`config.mk`:
```
export PLATFORM = sky130hd
export DESIGN_NAME = serial_subtractor_word
export DESIGN_NICKNAME = d
export VERILOG_FILES = /design/src/rtl/serial_arith_pkg.sv /design/src/rtl/serial_sub_cell.sv /design/src/rtl/serial_subtractor_word.sv
export SDC_FILE = /design/constraint.sdc
export NUM_CORES = 1
export LEC_CHECK = 0
export ABC_CLOCK_PERIOD_IN_PS = 1870
export BUFFER_PORTS_ARGS = -buffer_cell sky130_fd_sc_hd__buf_2
export CORE_ASPECT_RATIO = 1.75
export CORE_MARGIN = 1
export CORE_UTILIZATION = 45
export CTS_CLUSTER_DIAMETER = 40
export CTS_CLUSTER_SIZE = 24
export DETAILED_ROUTE_END_ITERATION = 7
export PLACE_DENSITY = 0.67
export SLEW_MARGIN = 40
export SYNTH_ARGS = -nofsm -noshare
export SYNTH_HDL_FRONTEND = slang
export SYNTH_HIERARCHICAL = 1
export SYNTH_SLANG_ARGS = --single-unit
```
`constraint.sdc`:
```
create_clock -name clk -period 1.87 [get_ports clk]
set_clock_uncertainty 0.2 [all_clocks]
set_input_delay 0.187 -clock clk [delete_from_list [all_inputs] [get_ports clk]]
set_output_delay 0.187 -clock clk [all_outputs]
set_load 0.01 [all_outputs]
```
`src/rtl/serial_arith_pkg.sv`:
```
// Shared encodings for the bit-serial arithmetic family (adders and subtractors):
// framing FSM states and the one-bit borrow/carry state values.
package serial_arith_pkg;

  typedef enum logic [1:0] {
    ST_IDLE  = 2'd0,
    ST_SHIFT = 2'd1,
    ST_DONE  = 2'd2
  } state_t;

  localparam logic BORROW_0 = 1'b0;
  localparam logic BORROW_1 = 1'b1;

endpackage

```
`src/rtl/serial_sub_cell.sv`:
```
// One-bit serial subtractor cell: registered borrow state plus the combinational
// difference / next-borrow equations for the current operand bit pair.
module serial_sub_cell
  import serial_arith_pkg::*;
(
  input  logic clk,
  input  logic rst,
  input  logic clr,
  input  logic en,
  input  logic a,
  input  logic b,
  output logic d,
  output logic borrow
);

  logic borrow_next;

  always_comb begin
    d           = a ^ b ^ borrow;
    borrow_next = (~a & b) | (~(a ^ b) & borrow);
  end

  // Clear wins over enable so a freshly accepted word never inherits a stale borrow.
  always_ff @(posedge clk or posedge rst) begin
    if (rst) begin
      borrow <= BORROW_0;
    end else if (clr) begin
      borrow <= BORROW_0;
    end else if (en) begin
      borrow <= borrow_next;
    end
  end

endmodule

```
`src/rtl/serial_subtractor_word.sv`:
```
// Word-framed bit-serial subtractor computing a_in - b_in LSB first.
// Optional two's-complement overflow output enabled by SERIAL_SUB_OVERFLOW_EN.
module serial_subtractor_word
  import serial_arith_pkg::*;
#(
  parameter  int WIDTH = 8,
  localparam int CNT_W = $clog2(WIDTH + 1)
) (
  input  logic             clk,
  input  logic             rst,
  input  logic             start,
  input  logic [WIDTH-1:0] a_in,
  input  logic [WIDTH-1:0] b_in,
  output logic             busy,
  output logic             bit_valid,
  output logic             diff_bit,
  output logic             done,
  output logic [WIDTH-1:0] diff,
  output logic             borrow_out
`ifdef SERIAL_SUB_OVERFLOW_EN
  ,
  output logic             ovf
`endif
);

  localparam logic [CNT_W-1:0] LAST_BIT = CNT_W'(WIDTH - 1);

  state_t           state;
  logic [WIDTH-1:0] a_sr;
  logic [WIDTH-1:0] b_sr;
  logic [CNT_W-1:0] cnt;
  logic             cell_d;
  logic             borrow;
  logic             accept;
  logic             shifting;
`ifdef SERIAL_SUB_OVERFLOW_EN
  logic             a_msb;
  logic             b_msb;
`endif

  assign accept   = (state == ST_IDLE) && start;
  assign shifting = (state == ST_SHIFT);

  serial_sub_cell u_cell (
    .clk    (clk),
    .rst    (rst),
    .clr    (accept),
    .en     (shifting),
    .a      (a_sr[0]),
    .b      (b_sr[0]),
    .d      (cell_d),
    .borrow (borrow)
  );

  always_ff @(posedge clk or posedge rst) begin
    if (rst) begin
      state      <= ST_IDLE;
      a_sr       <= '0;
      b_sr       <= '0;
      cnt        <= '0;
      busy       <= 1'b0;
      bit_valid  <= 1'b0;
      diff_bit   <= 1'b0;
      done       <= 1'b0;
      diff       <= '0;
      borrow_out <= 1'b0;
`ifdef SERIAL_SUB_OVERFLOW_EN
      a_msb      <= 1'b0;
      b_msb      <= 1'b0;
      ovf        <= 1'b0;
`endif
    end else begin
      bit_valid <= 1'b0;
      diff_bit  <= 1'b0;
      done      <= 1'b0;
      case (state)
        ST_IDLE: begin
          if (start) begin
            a_sr  <= a_in;
            b_sr  <= b_in;
            cnt   <= '0;
            busy  <= 1'b1;
            state <= ST_SHIFT;
          end
        end
        ST_SHIFT: begin
          bit_valid <= 1'b1;
          diff_bit  <= cell_d;
          diff      <= {cell_d, diff[WIDTH-1:1]};
          a_sr      <= {1'b0, a_sr[WIDTH-1:1]};
          b_sr      <= {1'b0, b_sr[WIDTH-1:1]};
          cnt       <= cnt + 1'b1;
          if (cnt == LAST_BIT) begin
            state <= ST_DONE;
`ifdef SERIAL_SUB_OVERFLOW_EN
            a_msb <= a_sr[0];
            b_msb <= b_sr[0];
`endif
          end
        end
        ST_DONE: begin
          // diff already holds the full word; its MSB is the final difference bit.
          done       <= 1'b1;
          borrow_out <= borrow;
`ifdef SERIAL_SUB_OVERFLOW_EN
          ovf        <= (a_msb != b_msb) && (diff[WIDTH-1] != a_msb);
`endif
          busy       <= 1'b0;
          state      <= ST_IDLE;
        end
        default: begin
          busy  <= 1'b0;
          state <= ST_IDLE;
        end
      endcase
    end
  end

endmodule
```
# Yosys cells after proc, flatten, opt, wreduce, memory -nomap -nowiden
# Index checks and enable logic that the tools add are counted.
# classes
addsub	1
n_eq_ne	5
muxes	16
bitwise_logic	8
reduce_logical	7
# ops
op	count
one-hot mux 8 bit (2 select lines)	2
two-way mux 8 bit	2
one-hot mux 4 bit (2 select lines)	1
two-way mux 1 bit	6
AND reduction 2 bit	3
adder 4 x 1 -> 4 bit (second input constant)	1
== test 4 x 3 -> 1 bit (second input constant)	1
two-way mux 2 bit	2
two-way mux 4 bit	1
one-hot mux 2 bit (2 select lines)	1
nonzero test 2 bit	2
NOT 1 bit	3
bitwise AND 1 bit	2
== test 2 x 1 -> 1 bit (second input constant)	1
== test 2 bit (second input constant)	1
zero test 2 bit	1
inequality test 2 x 1 -> 1 bit (second input constant)	1
inequality test 2 bit (second input constant)	1
one-hot mux 1 bit (2 select lines)	1
bitwise XOR 1 bit	2
logical AND 1 bit	1
bitwise OR 1 bit	1
# word_totals
register_bits	36
out_inout_bits	13
elab_cells	48
in_bits	19

# Longest topological paths before layout
# depth
word_depth	6
ltp_mapped	5
ltp_nobuf	4

# Hierarchy
# The synthesis kept the hierarchy.
# by_module_without_submodules
module	cells_each	area_each_um2	n_inst	seq_area_each_um2
serial_subtractor_word	155	1560.2	1	875.8
serial_sub_cell	7	72.6	1	25.0

# Worst setup path after synthesis
# OpenSTA, ideal clock, no wires.
# synth_path
path_kind	reg2reg
start	register a_sr[0]
end	register diff[7]
setup_time_ns	0.118
stages_incl_launch_ff	4
path_buffers	0
slack_ns	0.439
arrival_time_ns	1.113
cell_sequence	dfrtp_1 fa_1 and2_1 a21o_1
# synth_between
elab_chain_cells	2
# synth_rtl
element	line_no	text
from (decl)	serial_subtractor_word.sv:29	logic [WIDTH-1:0] a_sr;
from (signal assigned)	serial_subtractor_word.sv:79	a_sr <= a_in;
from (signal assigned)	serial_subtractor_word.sv:90	a_sr <= {1'b0, a_sr[WIDTH-1:1]};
bitwise XOR 1 bit (2 in series)	serial_sub_cell.sv:19	d = a ^ b ^ borrow;
net cell_d	serial_subtractor_word.sv:32	logic cell_d;
to (signal assigned)	serial_subtractor_word.sv:89	diff <= {cell_d, diff[WIDTH-1:1]};
to (decl)	serial_subtractor_word.sv:18	output logic [WIDTH-1:0] diff,
# The timed path passes the listed nets, and every way through them passes these cells.
# A chain may end at the register's enable or synchronous reset.

# Worst setup path after layout
# layout_path
start	register state[1]
end	register cnt[3]
# layout_between
elab_chain_cells	3
elab_cells_between_ends	6
classes_between	2 x eq/ne; 1 x mux; 3 x reduce/logical
# layout_rtl
element	line_no	text
from (decl)	serial_subtractor_word.sv:28	state_t state;
from (signal assigned)	serial_subtractor_word.sv:57	state <= ST_IDLE;
from (signal assigned)	serial_subtractor_word.sv:83	state <= ST_SHIFT;
from (signal assigned)	serial_subtractor_word.sv:94	state <= ST_DONE;
== test 2 x 1 -> 1 bit or zero test 2 bit (tied branches)	serial_subtractor_word.sv:76	case (state)
nonzero test 2 bit (no line) or inequality test 2 bit (tied branches)	n/a	
AND reduction 2 bit (no line)	n/a	
to (signal assigned)	serial_subtractor_word.sv:92	cnt <= cnt + 1'b1;
to (decl)	serial_subtractor_word.sv:31	logic [CNT_W-1:0] cnt;
# Several ways; a longest one is shown, not always the timed one.

==> impl_metrics.ini <==
[clocking]
cts.sinks = 36
hold_buffers = 10
cts_root_buf = clkbuf_8
cts_tree = yes
max-clock-path-buffers = 2
cts_setup_buffers = 0
htreeDepth = 2
ctsResizeCount = 0
numCtsBuffers = 5
clkLatencyLatePin_ps = 290
cts.clk_slew.worst_paths_ps = 70

[layout]
final_cells = 252
nNetsFinal = 227
nFillCells = 322
syn_to_final_growth_pct = 24.37
antenna_cells = 0
drive_above_1_share = 0.2367

[die]
ios = 32
dieArea_um2 = 3883
die_h_um = 81.69
rows = 28
die_w_um = 47.54
coreArea_um2 = 3433
initial_core_util = 0.4756

[synthesis]
syn_inst = 162
synth_nets = 183
ys_seq_elements = 36
synth_flop_cell = dfrtp_1
async_flop_share = 1.000
ys_types = 30
synthTopCellsByArea = dfrtp_1 55%, nand2_1 7.4%, o21ai_1 5.5%
synth_top_cell_by_area = dfrtp_1
avgSynthCellArea_um2 = 10.08
ys_seq_area_frac = 0.5517
netlist_area_um2 = 1633
synth.most_common_cell = dfrtp_1
synth_commonest_cells = 36 x dfrtp_1, 32 x nand2_1, 18 x o21ai_1
synth_edf_count = 0
yosys_warnings = 6
yosys.area.top_type_share = 0.5517

[detailed_routing]
routed_wl_um = 3221
via_per_inst = 5.163
dr.pass1.iters = 4
drt_iter0_drc = 38
drcViolationCount = 0
num_vias = 1301
drt-wirelength-per-cell_um = 12.78
ant_nets = 0

[setup_path]
cp_max_fo = 21
start_kind = register
critPathArrivalTime_ps = 1560
crit_required_ps = 1850
crit_type = reg -> reg
crit_path_end_kind = register

[pwr]
powerDensity_nw_per_um2 = 1477
ir_drop_mv = 0.7736
cellLeakagePower_uw = 0.001015

[timing]
rsz0062_at_grt = no
hold_viol = 1
max_freq_mhz = 633.3
hold-worst-slack_ps = -4.540
slew_violations = 0
slew-limit-headroom = 0.6054
fin_crit_ps = 1579
fin_ws_ps = 290.9
finalSetupViolations = 0
worst_pin_slew_ps = 590.7
setup_tns_ps = 0
finalCritPeriodShare = 0.8444

[place]
dp_cells = 234
io_buffers = 31
gp_congestion = 0.7657
dpl_worst_slack_ps = 219.9
dp_hpwl_um = 2204

[global_route]
top_usage_layer = met2
grt_overflow = 0
grt_usage = 0.1998
use_met3 = 0.05495
grt_max_degree = 36
grt_use_met2 = 0.3315
antenna_found_initial = 0
use_met1 = 0.2265
first_global_vias = 1251
grt_pass1_wl_um = 5457

[status]
status = finished, violations left
violations = hold timing

[flow_run]
max_cap_violations = 0

[hold_path]
hold_class = in -> reg
[kinds of logic (layout without fill, tap and decap cells)]
logic type / after synthesis / count (layout) / synth area share
compound gates: 49 / 49 / 0.1839
fa+ha+maj: 2 / 2 / 0.01992
buf+inv: 15 / 60 / 0.04827
flops: 36 / 36 / 0.5517
mux: 3 / 3 / 0.01992
simple gates: 57 / 57 / 0.1763
[where the power goes]
part           switching [uW]  internal [uW]  total [uW]  leakage [uW]
registers                 214           1100        1310      0.000452
clock network             273            294         567     0.0000510
logic                     603            516        1120      0.000512
[area by class of cell]
class / instances / area [um2] / share of cell area
Timing Repair Buffer: 46 / 305.3 / 0.1503
Multi-Input combinational cell: 111 / 653.1 / 0.3216
Tap cell: 45 / 56.30 / 0.02773
Clock inverter: 2 / 10.01 / 0.004929
Sequential cell: 36 / 900.9 / 0.4436
Inverter: 6 / 22.52 / 0.01109
Clock buffer: 6 / 82.58 / 0.04067
[placed cells by master, fill, tap and decap left out, drive strengths merged, types with 2 or more instances in the layout]
master | netlist | routed
dlygate4sd3 | 0 | 10
clkinv | 0 | 2
dfrtp | 36 | 36
inv | 6 | 6
nor2b | 8 | 8
buf | 9 | 36
a21oi | 14 | 14
a22oi | 9 | 9
clkbuf | 0 | 6
nor2 | 3 | 3
and2b | 4 | 4
mux2 | 2 | 2
nand2 | 32 | 32
o21ai | 20 | 20
nand2b | 2 | 2
a22o | 2 | 2
and3b | 5 | 5
[through the flow]
step                      utilization  total power [uW]  cell area [um2]
after floorplan                     -              2100             1633
after global placement         0.5354              2394             1838
after detailed placement       0.5354              2453             1838
after CTS                      0.5915              3038             2031
after global routing           0.5915              3264             2031
final                          0.5915              2999             2031
[registers in the layout, summed over array words and instances (netlist names)]
name	flops
a_sr	8
busy	1
diff	8
b_sr	8
bit_valid	1
u_cell/borrow	1
cnt	4
diff_bit	1
borrow_out	1
state	2
done	1
[critical path, stage by stage (launching register included)]
cell	delay, ps
dfrtp_1	460
nand2b_1	210
inv_2	280
nand4_1	170
mux2i_1	140
[layer usage]
metal  part of all wire  vias to the layer above
met5                  0                        -
met4              0.025                        0
met3              0.038                        8
met2               0.53                       34
met1               0.41                      626
li1                   -                      633
[final timing paths]
check,start,end,slack [ps],cells past startpoint
setup / recovery,state[1]$_DFFE_PP0P_,cnt[3]$_DFFE_PP0P_,290,4
hold / removal,b_in[2],b_sr[2]$_DFFE_PP0P_,-5,3
setup reg to reg,state[1]$_DFFE_PP0P_,cnt[3]$_DFFE_PP0P_,290,4
hold reg to reg,diff[0]$_DFFE_PP0P_,diff[0]$_DFFE_PP0P_,270,2
max in group asynchronous,rst,a_sr[7]$_DFFE_PP0P_,810,4
min in group asynchronous,rst,u_cell/borrow$_DFFE_PP0P_,90,3
Power figures use the tool's default switching activity.
